==> config.mk <==
export PLATFORM = sky130hd
export DESIGN_NAME = his_acq_sequencer
export DESIGN_NICKNAME = d
export VERILOG_FILES = /design/src/rtl/his_acq_sequencer.sv
export SDC_FILE = /design/constraint.sdc
export NUM_CORES = 1
export LEC_CHECK = 0
export ABC_CLOCK_PERIOD_IN_PS = 2250
export CORE_MARGIN = 1
export CORE_UTILIZATION = 35
export CTS_BUF_LIST = sky130_fd_sc_hd__clkbuf_8
export CTS_CLUSTER_SIZE = 25
export DETAILED_ROUTE_END_ITERATION = 16
export GPL_TIMING_DRIVEN = 0
export HOLD_SLACK_MARGIN = 0.03
export PLACE_DENSITY = 0.64
export SLEW_MARGIN = 0
export SYNTH_ARGS = -nofsm -noshare
export SYNTH_HDL_FRONTEND = slang
export SYNTH_SLANG_ARGS = --single-unit
export TNS_END_PERCENT = 5
==> constraint.sdc <==
create_clock -name clk -period 2.25 [get_ports clk]
set_input_delay 0.3375 -clock clk [delete_from_list [all_inputs] [get_ports clk]]
set_output_delay 0.3375 -clock clk [all_outputs]
set_load 0.03 [all_outputs]
==> src/rtl/his_acq_sequencer.sv <==
// Histogram acquisition sequencer: per pixel, accumulates a coarse histogram,
// waits for its peak and the threshold calculation, then the fine histogram and its peak.
module his_acq_sequencer #(
    parameter int PIXEL_NUM = 4,
    parameter int SHOTS     = 16,
    parameter int NB        = 10,
    parameter int TO_CYC    = 255,
    localparam int PW       = (PIXEL_NUM > 1) ? $clog2(PIXEL_NUM) : 1
) (
    input  logic          clk,
    input  logic          res,
    input  logic          start,
    input  logic          stop,
    input  logic          laserSync,
    input  logic          evValid,
    input  logic          peakDone,
    input  logic [NB-1:0] peakCH,
    input  logic [NB-1:0] peakFH,
    input  logic          algebraicReady,
    output logic          wrEn,
    output logic          hisNum,
    output logic          acqCountFinish,
    output logic [PW-1:0] pixelIdx,
    output logic          resultValid,
    output logic [NB-1:0] resultCH,
    output logic [NB-1:0] resultFH,
    output logic          resultErr,
    output logic          busy,
    output logic          frameDone
);

    localparam int SW = (SHOTS > 1) ? $clog2(SHOTS) : 1;
    localparam int TW = (TO_CYC > 1) ? $clog2(TO_CYC) : 1;
    localparam logic [SW-1:0] SHOT_LAST = SW'(SHOTS - 1);
    localparam logic [TW-1:0] TO_LAST   = TW'(TO_CYC - 1);
    localparam logic [PW-1:0] PIX_LAST  = PW'(PIXEL_NUM - 1);

    typedef enum logic [2:0] {
        IDLE    = 3'd0,
        ACQ_CH  = 3'd1,
        WAIT_CH = 3'd2,
        CALC    = 3'd3,
        ACQ_FH  = 3'd4,
        WAIT_FH = 3'd5,
        OUTPUT  = 3'd6
    } state_t;

    state_t        state_q, state_nxt;
    logic [SW-1:0] shot_cnt, shot_nxt;
    logic [TW-1:0] to_cnt, to_nxt;
    logic [PW-1:0] pix_nxt;
    logic [NB-1:0] ch_nxt, fh_nxt;
    logic          err_nxt;
    logic          timeout;

    assign busy   = (state_q != IDLE);
    assign hisNum = (state_q == ACQ_FH) || (state_q == WAIT_FH) || (state_q == OUTPUT);
    assign wrEn   = evValid && ((state_q == ACQ_CH) || (state_q == ACQ_FH));

    always_ff @(posedge clk or negedge res) begin
        if (!res) begin
            state_q   <= IDLE;
            shot_cnt  <= '0;
            to_cnt    <= '0;
            pixelIdx  <= '0;
            resultCH  <= '0;
            resultFH  <= '0;
            resultErr <= 1'b0;
        end else begin
            state_q   <= state_nxt;
            shot_cnt  <= shot_nxt;
            to_cnt    <= to_nxt;
            pixelIdx  <= pix_nxt;
            resultCH  <= ch_nxt;
            resultFH  <= fh_nxt;
            resultErr <= err_nxt;
        end
    end

    always_comb begin
        state_nxt      = state_q;
        shot_nxt       = shot_cnt;
        to_nxt         = to_cnt;
        pix_nxt        = pixelIdx;
        ch_nxt         = resultCH;
        fh_nxt         = resultFH;
        err_nxt        = resultErr;
        timeout        = 1'b0;
        acqCountFinish = 1'b0;
        resultValid    = 1'b0;
        frameDone      = 1'b0;

        // Abort outranks every other transition and suppresses the result/frame pulses.
        if (stop && (state_q != IDLE)) begin
            state_nxt = IDLE;
            shot_nxt  = '0;
            to_nxt    = '0;
            pix_nxt   = '0;
        end else begin
            case (state_q)
                IDLE: begin
                    if (start && !stop) begin
                        state_nxt = ACQ_CH;
                        shot_nxt  = '0;
                        to_nxt    = '0;
                        pix_nxt   = '0;
                    end
                end
                ACQ_CH, ACQ_FH: begin
                    if (laserSync) begin
                        if (shot_cnt == SHOT_LAST) begin
                            acqCountFinish = 1'b1;
                            shot_nxt       = '0;
                            to_nxt         = '0;
                            if (state_q == ACQ_CH) begin
                                state_nxt = WAIT_CH;
                                ch_nxt    = '0;
                                fh_nxt    = '0;
                                err_nxt   = 1'b0;
                            end else begin
                                state_nxt = WAIT_FH;
                            end
                        end else begin
                            shot_nxt = shot_cnt + 1'b1;
                        end
                    end
                end
                WAIT_CH: begin
                    if (peakDone) begin
                        ch_nxt    = peakCH;
                        to_nxt    = '0;
                        state_nxt = CALC;
                    end else if (to_cnt == TO_LAST) begin
                        timeout = 1'b1;
                    end else begin
                        to_nxt = to_cnt + 1'b1;
                    end
                end
                CALC: begin
                    if (algebraicReady) begin
                        shot_nxt  = '0;
                        to_nxt    = '0;
                        state_nxt = ACQ_FH;
                    end else if (to_cnt == TO_LAST) begin
                        timeout = 1'b1;
                    end else begin
                        to_nxt = to_cnt + 1'b1;
                    end
                end
                WAIT_FH: begin
                    if (peakDone) begin
                        fh_nxt    = peakFH;
                        to_nxt    = '0;
                        state_nxt = OUTPUT;
                    end else if (to_cnt == TO_LAST) begin
                        timeout = 1'b1;
                    end else begin
                        to_nxt = to_cnt + 1'b1;
                    end
                end
                OUTPUT: begin
                    resultValid = 1'b1;
                    to_nxt      = '0;
                    if (pixelIdx == PIX_LAST) begin
                        pix_nxt   = '0;
                        frameDone = 1'b1;
                        state_nxt = IDLE;
                    end else begin
                        pix_nxt   = pixelIdx + 1'b1;
                        state_nxt = ACQ_CH;
                    end
                end
                default: state_nxt = IDLE;
            endcase

            // A missing peak or threshold result still reports the pixel, flagged and zeroed.
            if (timeout) begin
                err_nxt   = 1'b1;
                ch_nxt    = '0;
                fh_nxt    = '0;
                to_nxt    = '0;
                state_nxt = OUTPUT;
            end
        end
    end

endmodule

; ---- Word-level counts from Yosys, hierarchy flattened
; Cells that the tools add are included.
[classes]
n_reduce_logical = 27
mux = 58
n_eq_ne = 23
n_bitwise = 1
n_addsub = 3
[ops]
columns = op, count
row1 = 2-to-1 mux 10 bit, 7
row2 = 2-to-1 mux 8 bit, 8
row3 = case mux 10 bit (2 select lines), 2
row4 = case mux 8 bit (5 select lines), 1
row5 = 2-to-1 mux 3 bit, 9
row6 = inequality test 3 bit (second input constant), 7
row7 = 2-to-1 mux 4 bit, 5
row8 = inequality test 4 bit (second input constant), 5
row9 = 2-to-1 mux 1 bit, 19
row10 = case mux 3 bit (6 select lines), 1
row11 = AND reduction 6 bit, 3
row12 = case mux 4 bit (3 select lines), 1
row13 = nonzero test 3 bit, 4
row14 = == test 3 bit (second input constant), 3
row15 = adder 8 x 1 -> 8 bit (second input constant), 1
row16 = == test 8 bit (second input constant), 1
row17 = AND reduction 4 bit, 2
row18 = nonzero test 2 bit, 4
row19 = nonzero test 7 bit, 1
row20 = == test 3 x 2 -> 1 bit (second input constant), 2
row21 = 2-to-1 mux 2 bit, 3
row22 = AND reduction 5 bit, 1
row23 = adder 4 x 1 -> 4 bit (second input constant), 1
row24 = == test 4 bit (second input constant), 1
row25 = other kinds (15), 20
[word_totals]
out_inout_bits = 29
register_bits = 38
wordCells = 119
in_bits = 28

; ---- Longest topological paths before layout
; Gate-level depths: netlist of run 1.
[depth]
word_depth = 7
depth_mapped = 7

; ---- Worst setup path after synthesis of run 1
; Ideal clock, no wire load.
[synth_timing]
kind = flip-flop to output port
startpoint = register state_q[1]
endpoint = output frameDone
required_ns = 1.913
stages_incl_launch_ff = 6
path_slack_ns = 0.111
arrival_time_ns = 1.802
path_cell_list = dfrtp_1 > buf_2 > clkbuf_1 > nand3b_1 > nor2_1 > and2_1
[synth_via]
elab_chain_cells = 3
word_cells_on_any_way = 5
classes_between = eq/ne: 1 / mux: 2 / reduce/logical: 2
[synth_rtl]
columns = element, line_no
row1 = start: declaration, 48  ; state_t state_q, state_nxt;
row2 = start signal: assignment, 70  ; state_q <= state_nxt;
row3 = == test 3 bit / nonzero test 3 bit (equally long branches), "100, 94"
row4 = 2-to-1 mux 1 bit / logical AND 1 bit (equally long branches), "100, 94"
row5 = 2-to-1 mux 1 bit *, 94  ; if (stop && (state_q != IDLE)) begin
row6 = end: declaration, 29  ; output logic frameDone
; Mark *: on every way between the ends. The rest lies on a longest branch, timed or not.

; ---- Worst setup path after layout of run 1
[layout_timing]
startpoint = register shot_cnt[0]
endpoint = register state_q[1]
[layout_via]
elab_chain_cells = 3
[layout_rtl]
columns = element, line_no
row1 = start: declaration, 49  ; logic [SW-1:0] shot_cnt, shot_nxt;
row2 = start signal: assignment, 71  ; shot_cnt <= shot_nxt;
row3 = == test 4 bit, 111  ; if (shot_cnt == SHOT_LAST) begin
row4 = inequality test 4 bit (no source line), -
row5 = AND reduction 6 bit (no source line), -
; Every way passes these cells.
; A chain may end at the register's enable or synchronous reset.

==> results of run 1 <==
## cell usage in the layout, fill, tap and decap left out, types with 2 or more instances in the layout
master / netlist / final
buf_4: 0 / 3
mux2i_1: 4 / 4
clkbuf_2: 1 / 2
a22o_1: 2 / 2
o211ai_1: 11 / 11
a21o_1: 2 / 2
nor3b_1: 2 / 2
nand3b_1: 4 / 4
mux2_1: 2 / 2
a31oi_1: 8 / 8
a41oi_1: 2 / 2
nor2_2: 1 / 2
o21ai_1: 2 / 2
clkbuf_1: 11 / 8
clkdlybuf4s50_1: 0 / 48
nand2_1: 33 / 33
buf_6: 2 / 2
nor3_1: 3 / 3
dlygate4sd2_1: 0 / 4
clkbuf_8: 0 / 6
ha_1: 4 / 4
inv_1: 5 / 5
nand3_1: 7 / 7
a22oi_1: 10 / 10
nand2b_1: 3 / 3
nor2_1: 9 / 8
buf_2: 4 / 5
dfrtp_1: 38 / 38
nand4_1: 4 / 4
a21oi_1: 14 / 14
a211oi_1: 2 / 2
o21ai_0: 7 / 7
mux2_2: 9 / 9
## final timing paths
| kind | startpoint | end | slack, ns |
|---|---|---|---|
| min reg2reg | resultFH[9]$_DFFE_PN0P_ | resultFH[9]$_DFFE_PN0P_ | 0.51 |
| max in group asynchronous | res | shot_cnt[1]$_DFFE_PN0P_ | 1.57 |
| min in group clk | resultFH[9]$_DFFE_PN0P_ | resultFH[9]$_DFFE_PN0P_ | 0.51 |
| max reg2reg | shot_cnt[0]$_DFFE_PN0P_ | state_q[1]$_DFFE_PN0P_ | 0.07 |
| min | res | resultFH[6]$_DFFE_PN0P_ | 0.15 |
| max | shot_cnt[0]$_DFFE_PN0P_ | state_q[1]$_DFFE_PN0P_ | 0.07 |
## cell usage after synthesis, drive strengths merged (3+ instances only)
| cell type | n |
|---|---|
| a211oi | 3 |
| a21oi | 14 |
| a22o | 3 |
| a22oi | 10 |
| a31oi | 8 |
| buf | 7 |
| clkbuf | 12 |
| dfrtp | 38 |
| ha | 4 |
| inv | 5 |
| mux2 | 11 |
| mux2i | 4 |
| nand2 | 33 |
| nand2b | 3 |
| nand3 | 7 |
| nand3b | 4 |
| nand4 | 4 |
| nor2 | 10 |
| nor3 | 4 |
| o211ai | 11 |
| o21ai | 9 |
## timing repair
item	4_1_cts	5_1_grt
endpoints found under the setup margin	6	3
gates resized for setup	15	8
cloned	0	0
pin swaps	0	1
buffers inserted	0	2
## flip-flops by register name (all words and copies together) (netlist names)
name and cells:
to_cnt 8, state_q 3, resultCH 10, resultErr 1
pixelIdx 2, shot_cnt 4, resultFH 10
## power groups by stage
stage	combinational, mW	sequential [mW]	clock, mW
6_report	1.42	0.901	0.494
3_5_place_dp	1.42	0.912	0
2_1_floorplan	0.815	1.06	0
4_1_cts	1.41	0.900	0.517
3_3_place_gp	1.42	0.910	0
5_1_grt	1.54	0.921	0.541
## layer usage
layer / up-vias / global-route usage (%) / wire, um
met2: 52 / 26.1 / 2580
met4: 0 / 4.08 / 58
met5: - / 0 / 0
met1: 1013 / 24.4 / 2690
met3: 7 / 4.17 / 264
li1: 1034 / - / -
## critical path: stages, from the launching register on
cell      delay (ns)
dfrtp_1         0.43
ha_1            0.28
nand4_1         0.25
nor4b_2         0.62
a211oi_2        0.15
o221a_2         0.34
## area by class of cell
class | instances | area [um^2]
Clock buffer | 6 | 82.6
Multi-Input combinational cell | 179 | 1260
Sequential cell | 38 | 951
Timing Repair Buffer | 57 | 557
Clock inverter | 2 | 12.5
Buffer | 18 | 97.6
Tap cell | 77 | 96.3
Inverter | 5 | 18.8
Fill cell | 604 | 3280
## metrics by stage
step | cells | total power [mW] | instance area (um^2) | worst slack, ns
final | 382 | 2.81 | 3070 | 0.0715
after global routing | 382 | 3.00 | 3070 | -0.0558
after CTS | 381 | 2.83 | 3050 | -0.0279
after detailed placement | 373 | 2.33 | 2950 | -0.638
after global placement | 373 | 2.33 | 2960 | -0.639
after floorplan | 241 | 1.87 | 2310 | 0.111
## cell families after synthesis
logic type / after synthesis / share of synthesized area, %
AO/OA/AOI/OAI: 82 / 26.7
AND/OR/NAND/NOR: 77 / 16.8
flip-flops: 38 / 41.2
buffers and inverters: 24 / 4.82
multiplexers: 15 / 7.10
adder cells (fa/ha/maj): 4 / 2.17
XOR/XNOR: 1 / 1.19
==> key figures, run 1 <==
Floorplan
  – # IOs: 57
  – CORE AREA: 6350 um^2
  – Initial core utilization: 36.4%
  – Die span in y: 83.2 um
  – Die W: 83.2 um
  – Die area: 6930 um^2
  – Cell row count: 29

Power
  – Clock group share of total power: 17.5%
  – P_int: 1.63 mW
  – Leak: 1.26 nW
  – Pwr Density: 916 nW/um^2
  – Switching Fraction: 41.9%
  – Peak VDD IR: 0.627 mV
  – Psw: 1.18 mW
  – Sequential power share: 32.0%
  – Logic gate share of total power: 50.5%

Logic synthesis
  – Synthesized area: 2310 um^2
  – Asr flop ratio synth: 100%
  – Seq/Total Area, Yosys: 41.2%
  – Post-synth top area cell: dfrtp_1
  – Ys flop type: dfrtp_1
  – Synth Net Count: 273
  – Avg Cell Area, Syn: 9.58 um^2
  – Synth top area share: 41.2%
  – Distinct cells, synth: 63
  – Yosys warns: 0
  – Post-synth EDFFs: 0
  – Flops & latches, synth: 38
  – Mapped Cells: 241
  – Top cells by area, synth: dfrtp_1 41%, nand2_1 5.4%, mux2_2 4.4%

GRT
  – Pin count of the biggest net entering global routing: 39
  – Vias in the first global route: 1999
  – First-pass GRT wire length: 9740 um
  – Total GRT Usage: 17.1%
  – Antenna violations before repair: 0
  – GRT overflow: 0

Setup path
  – FF-to-FF path depth: 5
  – Crit path DAT: 2.35 ns
  – CP Launch Type: flip-flop
  – Crit path kind: reg2reg
  – CP Data Required Time: 2.42 ns
  – Crit. End Element: flip-flop
  – Crit-path max FO: 6

STA
  – Part of the cycle the worst path needs: 96.8%
  – Tmin final: 2.18 ns
  – Final Hold Fails: 0
  – Slew Limit Fails: 0
  – Setup TNS after final layout: 0 ns
  – Final setup skew: 0.00275 ns
  – Worst Tran Pin Value: 0.847 ns
  – # setup viols final: 0
  – Relative slew margins: 43.5%
  – Peak Freq: 459 MHz
  – Hold Slack: 0.149 ns
  – RSZ-0062 raised after global routing: yes

Clocking
  – # clock sinks: 38
  – Worst-skew pair later-pin latency: 0.29 ns
  – Hold_buf cts: 0
  – Clk root buf: clkbuf_8
  – Worst-path clk slew: 0.08 ns
  – Total CTS buffers: 5
  – CTS tree: yes
  – H-tree levels: 2
  – Worst-case clock buffer depth: 2

Placement
  – IO Port Bufs: 55
  – Final HPWL DP: 3990 um
  – Gp weighted congestion: 0.826

Drt
  – Drc violations: 0
  – DR pass1 iterations: 4
  – Vias: 2106
  – Antenna viol nets, final: 0
  – Vias per inst: 5.51
  – DR WL/cell: 14.6 um
  – Detailed Route WL: 5600 um
  – Iter 0 DRT Violations: 146

Final layout
  – N_diodes: 0
  – Area delta synth->final: 33.0%
  – Layout cells sized above 1: 14.8%
  – # nets final: 336
  – Final core area utilization: 48.4%

Flow run
  – Max cap viols: 0

Outcome
  – Status: complete, no violations

Worst hold path
  – Min-delay worst type: in2async
No activity file was read; power rests on OpenSTA's default activity.
==> run 2: changes to the inputs <==
ABC_CLOCK_PERIOD_IN_PS = 2600   (was 2250)
clock period = 2.6 ns   (was 2.25 ns; I/O delays follow)
==> run 2 against run 1 <==
  * Die area unchanged
  * Final cell count down 0.79%
  * Combinational power down 13%
  * Sequential power down 14%
  * Clock-buffer cell count unchanged
  * Via count down 0.38%
  * Largest cell class unchanged
  * Largest power group unchanged
==> key figures, run 2 (synthesized netlist as in run 1, its figures left out) <==
Final layout
  – Area delta synth->final: 31.7%
  – # nets final: 333 (-0.89%)
  – Multi-input logic area: 1250 um^2 (-0.70%)
  – Filler instances: 602 (-0.33%)
  – Largest regs: resultCH: 10 flops, resultFH: 10 flops, to_cnt: 8 flops
  – Sequential cell area: 951 um^2 (unchanged)
  – Most frequent cells in the layout: 51 x clkdlybuf4s50_1, 38 x dfrtp_1, 33 x nand2_1, 14 x a21oi_1, 11 x o211ai_1
  – N_diodes: 0 (unchanged)
  – Most common cell after layout, fill and taps aside: clkdlybuf4s50_1
  – Layout cells sized above 1: 12.6% (-2.2 points)

Drt
  – Drc violations: 0 (unchanged)
  – Iter 0 DRT Violations: 157 (+7.5%)
  – Vias: 2098 (-0.38%)
  – DR pass1 iterations: 4 (unchanged)
  – Antenna viol nets, final: 0 (unchanged)
  – Vias per inst: 5.54 (+0.41%)
  – Detailed Route WL: 5570 um (-0.50%)
  – DR WL/cell: 14.7 um (+0.29%)

STA
  – Worst Tran Pin Value: 0.846 ns (-0.00124 ns)
  – Part of the cycle the worst path needs: 93.8%
  – # setup viols final: 0 (unchanged)
  – Slew Limit Fails: 0 (unchanged)
  – Hold Slack: 0.199 ns (+0.0505 ns)
  – Final Hold Fails: 0 (unchanged)
  – RSZ-0062 raised after global routing: no
  – Worst setup margin: 0.162 ns (+0.0908 ns)
  – Tmin final: 2.44 ns
  – Relative slew margins: 43.6% (+0.083 points)
  – Peak Freq: 410 MHz
  – Final setup skew: 0.00569 ns (+0.00294 ns)

Setup path
  – Worst reg-to-reg setup slack: 0.50 ns (+0.43 ns)
  – CP Launch Type: input pin
  – Crit path kind: in2out
  – Crit-path leading delay family: buffers and inverters
  – Crit-path max FO: 10 (+4)
  – Cell Chain, Critical Path: clkdlybuf4s50_1 > clkbuf_2 > buf_2 > nor4_1 > dlygate4sd2_1
  – Stages on worst setup path: 5 (unchanged)
  – Crit. End Element: output port
  – Slowest stage delay, CP: 0.48 ns (-0.14 ns)
  – Worst path slowest cell: clkdlybuf4s50_1
  – Crit path DAT: 2.05 ns (-0.30 ns)
  – CP Data Required Time: 2.21 ns (-0.21 ns)
  – Buf/Inv on CP: 4 (+4)
  – Critical Path End: acqCountFinish
  – FF-to-FF path depth: 5 (unchanged)
  – R2R Path Start: shot_cnt[0]$_DFFE_PN0P_
  – CP startpoint: stop
  – R2r endpoint: state_q[1]$_DFFE_PN0P_

Floorplan
  – Cell row count: 29 (unchanged)
  – Initial core utilization: 36.4% (unchanged)
  – Die span in y: 83.2 um (unchanged)
  – Die W: 83.2 um (unchanged)
  – Die area: 6930 um^2 (unchanged)
  – # IOs: 57 (unchanged)
  – CORE AREA: 6350 um^2 (unchanged)

GRT
  – Total GRT Usage: 17.0% (-0.11 points)
  – Pin count of the biggest net entering global routing: 39 (unchanged)
  – GRT overflow: 0 (unchanged)
  – Antenna violations before repair: 0 (unchanged)
  – Vias in the first global route: 1989 (-0.50%)
  – First-pass GRT wire length: 9690 um (-0.56%)

Placement
  – IO Port Bufs: 55 (unchanged)
  – Pre-CTS setup slack: -0.393 ns (+0.245 ns)
  – Gp weighted congestion: 0.826 (unchanged)
  – Final HPWL DP: 3990 um (unchanged)

Clocking
  – # clock sinks: 38 (unchanged)
  – Total CTS buffers: 5 (unchanged)
  – Worst-path clk slew: 0.08 ns (about the same)
  – Clk root buf: clkbuf_8
  – CTS tree: yes
  – Hold_buf cts: 0 (unchanged)
  – H-tree levels: 2 (unchanged)
  – Worst-case clock buffer depth: 2 (unchanged)
  – Worst-skew pair later-pin latency: 0.29 ns (about the same)

Power
  – Tot Pwr: 2.43 mW (-14%)
  – Leak: 1.26 nW (about the same)
  – Peak VDD IR: 0.576 mV (-8.1%)
  – Pwr Density: 799 nW/um^2 (-13%)

Flow run
  – Max cap viols: 0 (unchanged)

Worst hold path
  – Min-delay worst type: in2async

Outcome
  – Status: complete, no violations
[run 2: worst min-delay path by stage]
stage	start	endpoint	slack, ns	depth (start not counted)
6_report	res	resultFH[6]$_DFFE_PN0P_	0.20	1
5_1_grt	res	resultFH[8]$_DFFE_PN0P_	0.28	1
4_1_cts	res	resultFH[6]$_DFFE_PN0P_	0.23	1
3_5_place_dp	resultFH[9]$_DFFE_PN0P_	resultFH[9]$_DFFE_PN0P_	0.49	1
3_3_place_gp	resultFH[9]$_DFFE_PN0P_	resultFH[9]$_DFFE_PN0P_	0.48	1
2_1_floorplan	res	pixelIdx[0]$_DFFE_PN0P_	0.09	0
[run 2: what timing repair did]
| item | 4_1_cts | 5_1_grt |
|---|---|---|
| buffers inserted | 0 | 0 |
| endpoints found under the setup margin | 3 | 1 |
| resized for setup | 4 | 1 |
[run 2: final cells by class]
type / count / share of cell area, %
inverter: 5 / 0.617
multi-input combinational: 179 / 41.0
tap: 77 / 3.17
clock inverter: 2 / 0.411
clock buffer: 6 / 2.71
sequential: 38 / 31.3
buffer: 17 / 2.88
timing repair buffer: 55 / 17.9
[run 2: routing by layer]
metal	up-vias	wire length, um	track usage (%)
li1	1030	-	-
met4	0	49	4.08
met2	55	2510	25.8
met3	5	296	4.17
met5	-	0	0
met1	1008	2710	24.3
[run 2: worst register-to-register path: cells and delay by family (launching register included)]
kind / cells / cell delay [ns]
compound gates: 2 / 0.49
fa+ha+maj: 1 / 0.27
flops: 1 / 0.42
simple gates: 2 / 0.80
[run 2: power breakdown]
part	internal [mW]	total, mW	switching (mW)
sequential	0.693	0.779	0.0860
clock	0.213	0.425	0.212
combinational	0.511	1.23	0.714
[run 2: per-stage QoR]
step	TNS, ns	util (%)	cells	cell area [um^2]
floorplan	0	-	241	2310
global placement	-0.938	46.6	373	2960
detailed placement	-0.934	46.5	373	2950
CTS	0	47.9	379	3040
global route	0	47.9	379	3040
finish	0	47.9	379	3040
